[config.mk]
export PLATFORM = sky130hd
export DESIGN_NAME = matrix_operand_loader_flat
export DESIGN_NICKNAME = d
export VERILOG_FILES = /design/src/rtl/matrix_operand_loader_if.sv /design/src/rtl/matrix_operand_loader.sv /design/src/flat_wrapper.sv
export SDC_FILE = /design/constraint.sdc
export NUM_CORES = 1
export LEC_CHECK = 0
export ABC_AREA = 0
export CAP_MARGIN = 20
export CORE_MARGIN = 2
export CORE_UTILIZATION = 35
export CTS_CLUSTER_DIAMETER = 60
export CTS_CLUSTER_SIZE = 10
export DETAILED_ROUTE_END_ITERATION = 8
export SYNTH_ARGS = -nofsm -noshare
export SYNTH_HDL_FRONTEND = slang
export SYNTH_SLANG_ARGS = --single-unit
[constraint.sdc]
create_clock -name clk -period 6.45 [get_ports clk]
set_input_delay 1.29 -clock clk [delete_from_list [all_inputs] [get_ports clk]]
set_output_delay 1.29 -clock clk [all_outputs]
set_load 0.1 [all_outputs]
[src/rtl/matrix_operand_loader_if.sv]
// matrix_operand_loader_if: element stream in, operand words to the multiplier, result back, and
// result stream out. The slave modport is the loader's view; master is the environment's view.
// Optional feature macro: B_REUSE_EN adds reuse_b.
interface matrix_operand_loader_if;
  logic        in_valid;
  logic        in_ready;
  logic [3:0]  in_data;
  logic [7:0]  A_row0;
  logic [7:0]  A_row1;
  logic [7:0]  B_col0;
  logic [7:0]  B_col1;
  logic [7:0]  C_row0;
  logic [7:0]  C_row1;
  logic        out_valid;
  logic        out_ready;
  logic [15:0] out_data;
  logic        busy;
`ifdef B_REUSE_EN
  logic        reuse_b;
`endif

  modport master (
    output in_valid, in_data, C_row0, C_row1, out_ready,
`ifdef B_REUSE_EN
    output reuse_b,
`endif
    input  in_ready, A_row0, A_row1, B_col0, B_col1, out_valid, out_data, busy
  );

  modport slave (
    input  in_valid, in_data, C_row0, C_row1, out_ready,
`ifdef B_REUSE_EN
    input  reuse_b,
`endif
    output in_ready, A_row0, A_row1, B_col0, B_col1, out_valid, out_data, busy
  );
endinterface

[src/rtl/matrix_operand_loader.sv]
// matrix_operand_loader: packs a serial stream of 4-bit elements into the four 8-bit operand
// words of a 2x2 nibble multiplier, holds them for MUL_LATENCY cycles, captures {C_row1, C_row0}
// and returns it over a valid/ready handshake. One operation in flight at a time.
// Optional feature macro: B_REUSE_EN (reuse_b at slot 3 keeps the previous B words).
module matrix_operand_loader #(
  parameter int unsigned MUL_LATENCY = 1  // 1..7
) (
  input logic                    clk,
  input logic                    rst_n,
  matrix_operand_loader_if.slave bus
);
  typedef enum logic [1:0] {StLoad, StWait, StOut} state_e;

  localparam logic [2:0] LatCnt = 3'(MUL_LATENCY);

  state_e      r_state, w_state_next;
  logic [2:0]  r_elem_cnt, w_elem_cnt_next;
  logic [2:0]  r_wait_cnt, w_wait_cnt_next;
  logic [31:0] r_ops;        // {B_col1, B_col0, A_row1, A_row0}; slot k sits at bits 4k+3:4k
  logic [15:0] r_out_data;
  logic        r_rst_done;   // keeps in_ready low until the first clock after reset
  logic        w_in_ready;
  logic        w_in_fire;
  logic        w_last_elem;
  logic        w_capture;

  assign w_in_ready = (r_state == StLoad) && r_rst_done;
  assign w_in_fire  = w_in_ready && bus.in_valid;

`ifdef B_REUSE_EN
  assign w_last_elem = (r_elem_cnt == 3'd7) || ((r_elem_cnt == 3'd3) && bus.reuse_b);
`else
  assign w_last_elem = (r_elem_cnt == 3'd7);
`endif

  // Next-state, element/wait counters and result-capture strobe.
  always_comb begin
    w_state_next    = r_state;
    w_elem_cnt_next = r_elem_cnt;
    w_wait_cnt_next = r_wait_cnt;
    w_capture       = 1'b0;
    case (r_state)
      StLoad: begin
        if (w_in_fire) begin
          if (w_last_elem) begin
            w_elem_cnt_next = 3'd0;
            w_wait_cnt_next = 3'd0;
            w_state_next    = StWait;
          end else begin
            w_elem_cnt_next = r_elem_cnt + 3'd1;
          end
        end
      end
      StWait: begin
        if (r_wait_cnt == LatCnt) begin
          w_capture       = 1'b1;
          w_wait_cnt_next = 3'd0;
          w_state_next    = StOut;
        end else begin
          w_wait_cnt_next = r_wait_cnt + 3'd1;
        end
      end
      StOut: begin
        if (bus.out_ready) begin
          w_state_next = StLoad;
        end
      end
      default: w_state_next = StLoad;
    endcase
  end

  // Control state registers.
  always_ff @(posedge clk or negedge rst_n) begin
    if (!rst_n) begin
      r_state    <= StLoad;
      r_elem_cnt <= 3'd0;
      r_wait_cnt <= 3'd0;
      r_rst_done <= 1'b0;
    end else begin
      r_state    <= w_state_next;
      r_elem_cnt <= w_elem_cnt_next;
      r_wait_cnt <= w_wait_cnt_next;
      r_rst_done <= 1'b1;
    end
  end

  // Operand slots written one element at a time; result captured once per operation.
  always_ff @(posedge clk or negedge rst_n) begin
    if (!rst_n) begin
      r_ops      <= 32'h0;
      r_out_data <= 16'h0;
    end else begin
      if (w_in_fire) begin
        r_ops[{r_elem_cnt, 2'b00} +: 4] <= bus.in_data;
      end
      if (w_capture) begin
        r_out_data <= {bus.C_row1, bus.C_row0};
      end
    end
  end

  assign bus.in_ready  = w_in_ready;
  assign bus.A_row0    = r_ops[7:0];
  assign bus.A_row1    = r_ops[15:8];
  assign bus.B_col0    = r_ops[23:16];
  assign bus.B_col1    = r_ops[31:24];
  assign bus.out_valid = (r_state == StOut);
  assign bus.out_data  = r_out_data;
  assign bus.busy      = !((r_state == StLoad) && (r_elem_cnt == 3'd0));

endmodule
[src/flat_wrapper.sv]
// flat-port wrapper written by rule: the top's interface ports become plain ports
module matrix_operand_loader_flat 
#(
  parameter int unsigned MUL_LATENCY = 1         
)
  (clk, rst_n, bus_in_valid, bus_in_data, bus_C_row0, bus_C_row1, bus_out_ready, bus_in_ready, bus_A_row0, bus_A_row1, bus_B_col0, bus_B_col1, bus_out_valid, bus_out_data, bus_busy);
  matrix_operand_loader_if bus_i ();
  input logic clk;
  input logic rst_n;
  input wire logic [$bits(bus_i.in_valid)-1:0] bus_in_valid;
  input wire logic [$bits(bus_i.in_data)-1:0] bus_in_data;
  input wire logic [$bits(bus_i.C_row0)-1:0] bus_C_row0;
  input wire logic [$bits(bus_i.C_row1)-1:0] bus_C_row1;
  input wire logic [$bits(bus_i.out_ready)-1:0] bus_out_ready;
  output wire logic [$bits(bus_i.in_ready)-1:0] bus_in_ready;
  output wire logic [$bits(bus_i.A_row0)-1:0] bus_A_row0;
  output wire logic [$bits(bus_i.A_row1)-1:0] bus_A_row1;
  output wire logic [$bits(bus_i.B_col0)-1:0] bus_B_col0;
  output wire logic [$bits(bus_i.B_col1)-1:0] bus_B_col1;
  output wire logic [$bits(bus_i.out_valid)-1:0] bus_out_valid;
  output wire logic [$bits(bus_i.out_data)-1:0] bus_out_data;
  output wire logic [$bits(bus_i.busy)-1:0] bus_busy;
  assign bus_i.in_valid = bus_in_valid;
  assign bus_i.in_data = bus_in_data;
  assign bus_i.C_row0 = bus_C_row0;
  assign bus_i.C_row1 = bus_C_row1;
  assign bus_i.out_ready = bus_out_ready;
  assign bus_in_ready = bus_i.in_ready;
  assign bus_A_row0 = bus_i.A_row0;
  assign bus_A_row1 = bus_i.A_row1;
  assign bus_B_col0 = bus_i.B_col0;
  assign bus_B_col1 = bus_i.B_col1;
  assign bus_out_valid = bus_i.out_valid;
  assign bus_out_data = bus_i.out_data;
  assign bus_busy = bus_i.busy;
  matrix_operand_loader #(.MUL_LATENCY(MUL_LATENCY)) u_core (.clk(clk), .rst_n(rst_n), .bus(bus_i));
endmodule
## After elaboration in Yosys (flattened, before gate mapping)

Index checks and enable logic that the tools add are counted.

- Flip-flop bits (word level): 57
- Input bits: 24
- Output and inout port bits: 51
- Logic and storage cells: 42

- Reduce and logical (&&, ||, !) cells: 10
- Shift operators: 2
- Multiplexer cells: 13
- Equal/unequal tests: 8
- Add/subtract/negate cells: 3

Operator list:

| operator | number |
|---|---|
| bitwise mux 32 bit | 1 |
| variable shift 4 x 7 -> 32 bit, first input constant | 1 |
| indexed part select 4 x 7 -> 32 bit | 1 |
| 2-to-1 mux 3 bit | 4 |
| 2-to-1 mux 2 bit | 4 |
| negation 5 -> 7 bit | 1 |
| adder 3 x 1 -> 3 bit, second input constant | 2 |
| != test 2 x 1 -> 1 bit, second input constant | 3 |
| one-hot mux 2 bit (3 select lines) | 1 |
| one-hot mux 3 bit (2 select lines) | 1 |
| AND reduction 4 bit | 1 |
| == test 3 x 1 -> 1 bit, second input constant | 1 |
| == test 3 bit, second input constant | 1 |
| logical AND 1 bit | 3 |
| zero test 3 bit | 1 |
| AND reduction 3 bit | 1 |
| == test 2 x 1 -> 1 bit, second input constant | 1 |
| == test 2 bit, second input constant | 1 |
| zero test 2 bit | 1 |
| 2-to-1 mux 1 bit | 2 |
| != test 2 bit, second input constant | 1 |
| AND reduction 2 bit | 1 |
| nonzero test 2 bit | 1 |
| zero test 1 bit | 1 |

## Longest topological paths before layout

- Depth after elaboration: 5
- Gate-level depth with buffers: 7

## Worst setup path after synthesis

Ideal clock, no wire load.

- Path kind: reg-to-output
- From: register u_core.r_elem_cnt[0]
- To: output port bus_busy
- Arrival time: 1.617 ns
- Required time: 5.160 ns
- Stages on the path, launching flop included: 5
- Setup slack: 3.543 ns
- Path buffers: 0
- Path through: dfrtp_1 -> inv_1 -> ha_1 -> ha_1 -> nand2_1

- Longest elaborated chain between the ends: 3

Ends and longest elaborated chain:

| item | line | text |
|---|---|---|
| start, declared | matrix_operand_loader.sv:17 | `logic [2:0] r_elem_cnt, w_elem_cnt_next;` |
| start signal, assigned | matrix_operand_loader.sv:81 | `r_elem_cnt <= w_elem_cnt_next;` |
| zero test 3 bit | matrix_operand_loader.sv:109 | `assign bus.busy = !((r_state == StLoad) && (r_elem_cnt == 3'd0));` |
| logical AND 1 bit | matrix_operand_loader.sv:109 |  |
| zero test 1 bit | matrix_operand_loader.sv:109 |  |
| end, declared | flat_wrapper.sv:22 | `output wire logic [$bits(bus_i.busy)-1:0] bus_busy;` |

Every way passes these cells.

## Final worst setup path

Same ends and word-level chain as after synthesis.

==> metrics.yaml <==
synth:
  synth_area_per_cell_um2: 13.7
  synthCells: 193
  synth_edf_count: 0
  yosysMostFrequentCell: "dfrtp_1"
  async_flop_share_pct: 100
  synth_common_cells: "57 x dfrtp_1, 27 x mux2_2, 14 x inv_1"
  synth.top_cell.area_share_pct: 53.9
  ys_ff_latch: 57
  synthesis.nets: 224
  yosysWarnings: 0
  ys.flop_type: "dfrtp_1"
  syn_area_um2: 2650
  ys_top_cells_by_area: "dfrtp_1 54%, mux2_2 11%, mux2_4 7.4%"
  synth_cell_type_count: 35
  ys_seq_area_share_pct: 53.9
  yosys.area.top_type: "dfrtp_1"
floorplan:
  io_pins: 75
  initial_core_util_pct: 36.3
  rows: 31
  fp.dieH_um: 91.0
  core-area_um2: 7290
  die_area_um2: 8270
  die_w_um: 91.0
detailed_routing:
  drt_wl_total_mm: 5.40
  vias_per_cell: 4.60
  routedWlPerCell_um: 14.3
  drt_pre_antenna_iters: 4
  ant_nets: 0
  via_count: 1740
  detail_route.iter0.violations: 103
  route.detailed.drc: 0
finish:
  drive_gt1_share_pct: 23.7
  n_fill_cell: 701
  fin_nets: 305
  final_cell_count_no_fill: 378
  utilization_pct: 50.3
  final_area_um2: 3670
  syn_to_final_growth_pct: 38.6
  diodes: 0
critical_path:
  critPathTopFamily: "buffers and inverters"
  crit_type: "flop to primary output"
  worstPathCellList: "inv_1, ha_1, ha_1, nand2_1, clkdlybuf4s50_1"
  cp_max_fo: 10
  critPathLaunchType: "flop"
  endpoint_kind: "primary output"
  slowest_delay_ns: 1.13
  worstPathArrival_ns: 2.64
  critPathMostFrequentCell: "ha_1"
  cp_slowest_cell: "clkdlybuf4s50_1"
  cp.required_ns: 5.16
  worst-path-buf-inv: 2
clock_tree:
  cts_root_buffer: "clkbuf_8"
  cts_sinks: 57
  cts_resized: 0
  cts_tree: "yes"
  clk_latency_ns: 0.33
  clk_path_buf_depth: 2
  htreeDepth: 3
  clkSlewWorstSetupHoldPaths_ns: 0.06
  hold_buffers: 0
  cts_made_buffers: 9
  post_cts_buffers: 0
global_route:
  busiest_layer: "met2"
  met1_usage_pct: 18.9
  grt.met2_usage_pct: 21.6
  grt_max_degree: 58
  grtUsageMet3_pct: 6.06
  grt_pass1_vias: 1809
  grt_first_pass_wirelength_mm: 9.26
  grt-ovfl-total: 0
  grt_usage_pct: 14.4
  antenna_found_initial: 0
timing:
  setup-violations-final: 0
  rsz0062_at_grt: "false"
  tns_ns: 0
  max_slew_margin_pct: 34.7
  fmax_mhz: 255
  finalHoldViolCount: 0
  tightest_slew_ns: 0.977
  period_share_pct: 60.9
  min_period_ns: 3.93
  skew_ns: 0.00691
  drv_slew: 0
placed_design:
  dp.final_hpwl_mm: 3.84
  dpl_cell_area_um2: 3460
  place_inst: 362
  portBuffers: 74
  gp_congestion: 0.786
worst_hold_path:
  hp-class: "flop to flop"
status:
  status: "finished clean"
flow_run:
  max-cap-violations: 0
-- placed cells by master (no fill, tap or decap), types with 2 or more instances in the layout --
master           count
o21ai_0              5
mux2_2              27
inv_1               14
clkbuf_1             2
clkdlybuf4s50_1     73
clkbuf_8            12
nand2b_1             2
ha_1                 7
mux2i_1              8
nand2_1             12
nor4b_1              2
dfrtp_1             57
and2_1               9
nor4b_4              3
nor2_1               3
o211ai_1             3
mux2_4              13
nor3b_1              2
nand3_1              6
-- sequential cells by signal, summed over array words and instances, names as in the netlist --
name                 cells
u_core.r_ops            32
u_core.bus.out_data     16
u_core.r_wait_cnt        3
u_core.r_state           2
u_core.r_rst_done        1
u_core.r_elem_cnt        3
-- final cells by class --
cell class              instances  area, um^2  area share [%]
clock buffers                  14         173            4.71
clock inverters                 2        35.0           0.955
inverters                      14        52.6            1.43
multi-input cells             117        1110            30.4
flip-flops and latches         57        1430            38.9
well taps                      99         124            3.38
repair buffers                 75         743            20.3
-- path summary, 6_finish.rpt --
| check | slack [ns] | to | start | cells past startpoint |
|---|---|---|---|---|
| worst max-delay path | 2.52 | bus_busy | u_core.r_elem_cnt[0]$_DFFE_PN0P_ | 5 |
| worst min-delay path | 0.51 | u_core.r_ops[0]$_DFFE_PN0P_ | u_core.r_ops[0]$_DFFE_PN0P_ | 1 |
| worst max register to register | 4.10 | u_core.r_ops[3]$_DFFE_PN0P_ | u_core.r_elem_cnt[0]$_DFFE_PN0P_ | 6 |
| worst min register to register | 0.51 | u_core.r_ops[0]$_DFFE_PN0P_ | u_core.r_ops[0]$_DFFE_PN0P_ | 1 |
| max in group asynchronous | 4.87 | u_core.r_wait_cnt[0]$_DFFE_PN0P_ | rst_n | 2 |
| min in group asynchronous | 1.08 | u_core.r_ops[13]$_DFFE_PN0P_ | rst_n | 2 |
-- routing by layer --
metal | wire (um) | vias up
met4 | 80 | 0
li1 | - | 827
met5 | 0 | -
met2 | 2550 | 40
met1 | 2480 | 865
met3 | 293 | 8
-- per-stage QoR --
stage          hold slack, ns  setup WS (ns)
2_1_floorplan           0.494           3.54
3_3_place_gp            0.489           2.93
3_5_place_dp            0.495           2.88
4_1_cts                 0.506           2.50
5_1_grt                 0.523           2.38
6_report                0.505           2.52
-- kinds of logic after synthesis --
| group | count (synthesis) | synth area share (%) |
|---|---|---|
| AOI/OAI and AO/OA | 13 | 3.40 |
| xor gates and xnor gates | 1 | 0.331 |
| adders and majority gates | 7 | 3.31 |
| buffers and inverters | 19 | 3.97 |
| DFF | 57 | 53.9 |
| muxes | 48 | 21.9 |
| other | 1 | 0.142 |
| and+or+nand+nor | 47 | 13.0 |
Power is not shown: default switching activity piles up to over one toggle a cycle in this logic, so the estimate is an artifact.
